[config.mk]
export PLATFORM = sky130hd
export DESIGN_NAME = fetch_unit
export DESIGN_NICKNAME = d
export VERILOG_FILES = /design/src/rtl/fetch_unit.sv
export SDC_FILE = /design/constraint.sdc
export NUM_CORES = 1
export LEC_CHECK = 0
export CORE_ASPECT_RATIO = 0.5
export CORE_UTILIZATION = 41
export CTS_CLUSTER_DIAMETER = 40
export CTS_CLUSTER_SIZE = 8
export DETAILED_ROUTE_END_ITERATION = 16
export GPL_ROUTABILITY_DRIVEN = 0
export PLACE_DENSITY_LB_ADDON = 0.15
export SKIP_LAST_GASP = 1
export SYNTH_ARGS = -nofsm -noshare
export SYNTH_HDL_FRONTEND = slang
export SYNTH_SLANG_ARGS = --single-unit
[constraint.sdc]
create_clock -name clk -period 4.4 [get_ports clk]
set_clock_uncertainty 0.05 [all_clocks]
set_input_delay 1.32 -clock clk [delete_from_list [all_inputs] [get_ports clk]]
set_output_delay 1.32 -clock clk [all_outputs]
set_load 0.02 [all_outputs]
[src/rtl/fetch_unit.sv]
// Instruction fetch stage: owns the PC, requests words from instruction memory and
// holds each fetched instruction with its PC until decode accepts it.
module fetch_unit #(
    parameter logic [31:0] RESET_PC  = 32'h0000_0000,
    parameter int unsigned CNT_WIDTH = 32
) (
    input  logic                 clk,
    input  logic                 reset,
    output logic                 imem_req,
    output logic [31:0]          imem_addr,
    input  logic                 imem_ready,
    input  logic [31:0]          imem_rdata,
    output logic [31:0]          inst,
    output logic [31:0]          inst_pc,
    output logic                 inst_valid,
    input  logic                 dec_ready,
    input  logic                 redirect,
    input  logic [31:0]          redirect_pc,
    output logic                 misalign,
    output logic [CNT_WIDTH-1:0] fetch_count
);

    typedef enum logic [0:0] {StFetch, StHold} state_e;

    state_e                 state_q, state_d;
    logic [31:0]            pc_q, pc_d;
    logic [31:0]            inst_q, inst_d;
    logic [31:0]            inst_pc_q, inst_pc_d;
    logic                   misalign_q, misalign_d;
    logic [CNT_WIDTH-1:0]   count_q, count_d;

    logic accept;
    assign accept = (state_q == StHold) && dec_ready;

    always_comb begin
        state_d    = state_q;
        pc_d       = pc_q;
        inst_d     = inst_q;
        inst_pc_d  = inst_pc_q;
        misalign_d = misalign_q;
        count_d    = count_q;

        // Decode consumes the held word even if a redirect lands in the same cycle.
        if (accept) begin
            count_d = count_q + 1'b1;
        end

        if (redirect) begin
            pc_d    = {redirect_pc[31:2], 2'b00};
            state_d = StFetch;
            if (redirect_pc[1:0] != 2'b00) begin
                misalign_d = 1'b1;
            end
        end else begin
            unique case (state_q)
                StFetch: begin
                    if (imem_ready) begin
                        inst_d    = imem_rdata;
                        inst_pc_d = pc_q;
                        pc_d      = pc_q + 32'd4;
                        state_d   = StHold;
                    end
                end
                StHold: begin
                    if (dec_ready) begin
                        state_d = StFetch;
                    end
                end
                default: state_d = StFetch;
            endcase
        end
    end

    always_ff @(posedge clk or posedge reset) begin
        if (reset) begin
            state_q    <= StFetch;
            pc_q       <= RESET_PC;
            inst_q     <= 32'h0;
            inst_pc_q  <= 32'h0;
            misalign_q <= 1'b0;
            count_q    <= '0;
        end else begin
            state_q    <= state_d;
            pc_q       <= pc_d;
            inst_q     <= inst_d;
            inst_pc_q  <= inst_pc_d;
            misalign_q <= misalign_d;
            count_q    <= count_d;
        end
    end

    assign imem_req    = (state_q == StFetch);
    assign inst_valid  = (state_q == StHold);
    assign imem_addr   = pc_q;
    assign inst        = inst_q;
    assign inst_pc     = inst_pc_q;
    assign misalign    = misalign_q;
    assign fetch_count = count_q;

endmodule

# [After elaboration in Yosys (flattened, before gate mapping)]
# Index checks and enable logic that the tools add are counted.
[word_totals] regBits=130
[op_classes] n_addsub=2 n_eq_ne=1 mux=7 n_bitwise=2 reduce_logical=6
[op_table] op="32-bit 2-to-1 mux" count=3
[op_table] op="32-bit by 1-bit adder with 32-bit output, second input constant" count=1
[op_table] op="32-bit by 3-bit adder with 32-bit output, second input constant" count=1
[op_table] op="2-bit AND reduction" count=2
[op_table] op="2-bit nonzero test" count=2
[op_table] op="1-bit 2-to-1 mux" count=3
[op_table] op="3-bit AND reduction" count=1
[op_table] op="2-bit != test, second input constant" count=1
[op_table] op="1-bit NOT" count=2
[op_table] op="1-bit case mux with 2 select lines" count=1
[op_table] op="1-bit logical AND" count=1

# [Depth between registers and ports, before layout]
[logic_depth] ltp_word=4 depth_mapped=7 ltp_nobuf=5

# [Worst setup path after synthesis]
# No wires, ideal clock.
[synth_timing] path_kind="input to register" startpoint="in imem_ready" endpoint="reg pc_q[31], in the netlist imem_addr[31]" setup_ns=0.082 t_arrival_ns=2.702 t_required_ns=4.268 path_slack_ns=1.566 path_stages=5 n_path_buf=1 path_cell_list="nand4b_4 > or4_4 > buf_6 > or4_1 > a31oi_1"
[synth_between] elab_chain_cells=2
[synth_lines] item="start: declaration" line_no="11" rtl="input logic imem_ready,"
[synth_lines] item="2-bit nonzero test (no line)"
[synth_lines] item="2-bit AND reduction (no line)"
[synth_lines] item="end signal: assignment" line_no="84" rtl="pc_q <= pc_d;"
[synth_lines] item="end: declaration" line_no="26" rtl="logic [31:0] pc_q, pc_d;"
# No other way between the ends.
# A chain may end at the register's enable or synchronous reset.

# [Worst setup path after layout]
[layout_timing] startpoint="in imem_ready" endpoint="reg pc_q[20], in the netlist imem_addr[20]"
# Same word-level chain as after synthesis.

==> impl_metrics.yaml <==
status:
  status: "finished, final reports clean"
synth:
  syn_area_sq_um: 5640
  synth_top_flop_cell: "dfrtp_1"
  synth.avg_cell_area_sq_um: 12.1
  ys_ff_latch: 126
  netlist_instances: 466
  async_flop_share_pct: 100
  ys_warn_count: 0
  synth_edf_count: 0
  synth.distinct_cells: 46
  ys_seq_area_share_pct: 55.9
place:
  port_buffers: 195
  place_ws_ns: 0.732
  post_dp_cell_area_sq_um: 7760
  hpwl_microns: 9520
  post-place-cells: 815
route:
  wl_per_cell_microns: 16.3
  drc: 0
  drtAntennaViolNets: 0
  via_count: 4347
  first_iter_violations: 237
  dr.pass1.iters: 4
  wl_microns: 13800
  viasPerCell: 5.13
critical_path:
  r2r_slack_ns: 1.90
  cp_max_fo: 19
  start_kind: "input port"
  cp.required_ns: 4.67
  reg2reg_from: "imem_addr[3]"
  crit_arrival_ns: 3.53
  reg2reg_to: "imem_addr[20]"
  worstSetupPathType: "in2reg"
  critPathCaptureType: "flop"
  worstRegToRegCells: 5
floorplan:
  io_pins: 200
  initial_utilization_pct: 43.3
  core-area_sq_um: 13000
  chipHeight_microns: 84.9
  placementRows: 29
  die_w_microns: 168
  die_area_sq_um: 14300
sta:
  worst_pin_slew_ns: 0.968
  finalMaxSlewViolations: 0
  fin_crit_sh_pct: 74.2
  final_hold_viol_count: 0
  period_needed_ns: 3.26
  slew_headroom_pct: 35.3
  whs_ns: 0.423
  rsz0062_at_grt: "false"
  tns_ns: 0
  setup_viol: 0
  max_freq_mhz: 306
  setup_slack_ns: 1.14
layout:
  fin_util_pct: 63.8
  diodes: 0
  drive_gt1_share_pct: 9.75
  multi_input_area_sq_um: 2320
  syn_to_final_growth_pct: 47.4
  finalNonFillerCells: 847
  fin_area_sq_um: 8320
  fill_cells: 1079
  fin_nets: 735
  ff_latch_area_sq_um: 3150
clock_tree:
  post_cts_buffers: 0
  cts.htree.levels: 4
  cts_buffers: 17
  root_buffer: "clkbuf_16"
  cts-resized-gates: 0
  worstSkewPairLatency_ns: 0.41
  cts_buffer_depth: 2
  cts_tree: "done"
  hold_buffers: 0
  clkTransAtPathRegs_ns: 0.06
  cts.sinks: 126
pwr:
  power_frac_clock_pct: 36.0
  power_frac_comb_pct: 24.4
  seqPwrFrac_pct: 39.7
  p_total_mw: 3.70
  switching_share_pct: 29.8
  p_int_mw: 2.59
  peakVddDrop_mv: 0.257
  p_switching_mw: 1.10
  p_leak_nw: 3.33
  pwr_density_cell_nw_per_um2: 445
grt:
  grt_usage_pct: 20.4
  grt_max_degree: 63
  antenna_found_initial: 0
  grt-ovfl-total: 0
  grt_pass1_wl_microns: 22900
  grt_pass1_vias: 4411
hold_path:
  hold_class: "reg2reg"
  min_to: "fetch_count[31]"
  worstHoldStart: "fetch_count[31]"
  whs_path_depth: 1
flow_run:
  maxCapViolCount: 0
## power by group through the flow
| stage | registers [mW] | clock network (mW) | logic [mW] |
|---|---|---|---|
| floorplan | 1.68 | 0 | 0.227 |
| global placement | 1.48 | 0 | 0.897 |
| detailed placement | 1.49 | 0 | 0.911 |
| CTS | 1.47 | 1.36 | 0.914 |
| global route | 1.49 | 1.41 | 0.957 |
| finish | 1.47 | 1.33 | 0.901 |
## cells in the mapped netlist, drive strengths merged (2+ instances only)
cell	n	area, sq um
dfrtp	126	3150
mux2	64	721
xnor2	32	280
nand2	28	105
nand3	23	128
nand4	22	138
nor2	18	67.6
or4	18	139
a31oi	15	93.8
o31ai	15	113
buf	12	76.3
clkbuf	12	55.1
o21ai	11	55.1
and3	9	56.3
xor2	9	78.8
and4	8	70.1
nor3	8	40.0
and2	7	43.8
inv	5	18.8
nand2b	3	21.3
ha	2	25.0
nor4	2	18.8
o211ai	2	15.0
## worst max-delay path: stages
cell	delay, ns
clkdlybuf4s50_1	0.57
nand3b_1	0.18
or4_1	0.76
or4_1	0.51
a31oi_1	0.18
## sequential cells by signal, summed over array words and instances, names as in the netlist
name,count
fetch_count,32
inst,32
imem_addr,30
inst_pc,30
inst_valid,1
misalign,1
## worst max path at each step
stage,from,endpoint,slack [ns],cells after the start
2_1_floorplan,reset,fetch_count[0],1.48,1
3_3_place_gp,imem_ready,imem_addr[30],0.83,5
3_5_place_dp,imem_ready,imem_addr[26],0.73,5
4_1_cts,imem_ready,imem_addr[20],1.14,5
5_1_grt,imem_ready,imem_addr[28],1.00,5
6_report,imem_ready,imem_addr[20],1.14,5
## cell families (layout without fill, tap and decap cells)
logic type | after synthesis | after routing | synth area share, %
and+or+nand+nor | 152 | 152 | 15.7
DFF | 126 | 126 | 55.9
AOI/OAI and AO/OA | 47 | 47 | 5.43
buffers and inverters | 32 | 240 | 3.13
adders and majority gates | 2 | 2 | 0.444
other | 1 | 4 | 0.0665
xor gates and xnor gates | 41 | 41 | 6.37
muxes | 65 | 65 | 13.0
## layout by cell type, fill, tap and decap left out, types with 3 or more instances in the layout
master	instances
a31oi_1	15
and2_1	6
and3_1	9
and4_1	8
buf_12	3
buf_4	4
clkbuf_16	17
clkdlybuf4s50_1	195
clkinv_2	5
clkinvlp_4	6
conb_1	4
dfrtp_1	126
inv_1	4
mux2_1	44
mux2_2	20
nand2_1	28
nand3_1	22
nand4_1	22
nor2_1	18
nor3_1	8
o21ai_0	11
o31ai_1	15
or4_1	17
xnor2_1	32
xor2_1	9
## per-layer routing
layer	vias to the layer above	global-route usage (%)	wire, microns
met5	-	0	0
met1	2129	26.5	6340
met3	11	4.01	596
met4	0	7.67	134
met2	110	34.3	6740
li1	2097	-	-
## layout make-up
cell class / count / area share [%]
Multi-Input combinational cell: 311 / 27.9
Inverter: 6 / 0.316
Clock buffer: 18 / 5.28
Clock inverter: 14 / 1.43
Sequential cell: 126 / 37.9
Tap cell: 170 / 2.56
Timing Repair Buffer: 202 / 24.6
(Power assumes the default switching activity.)
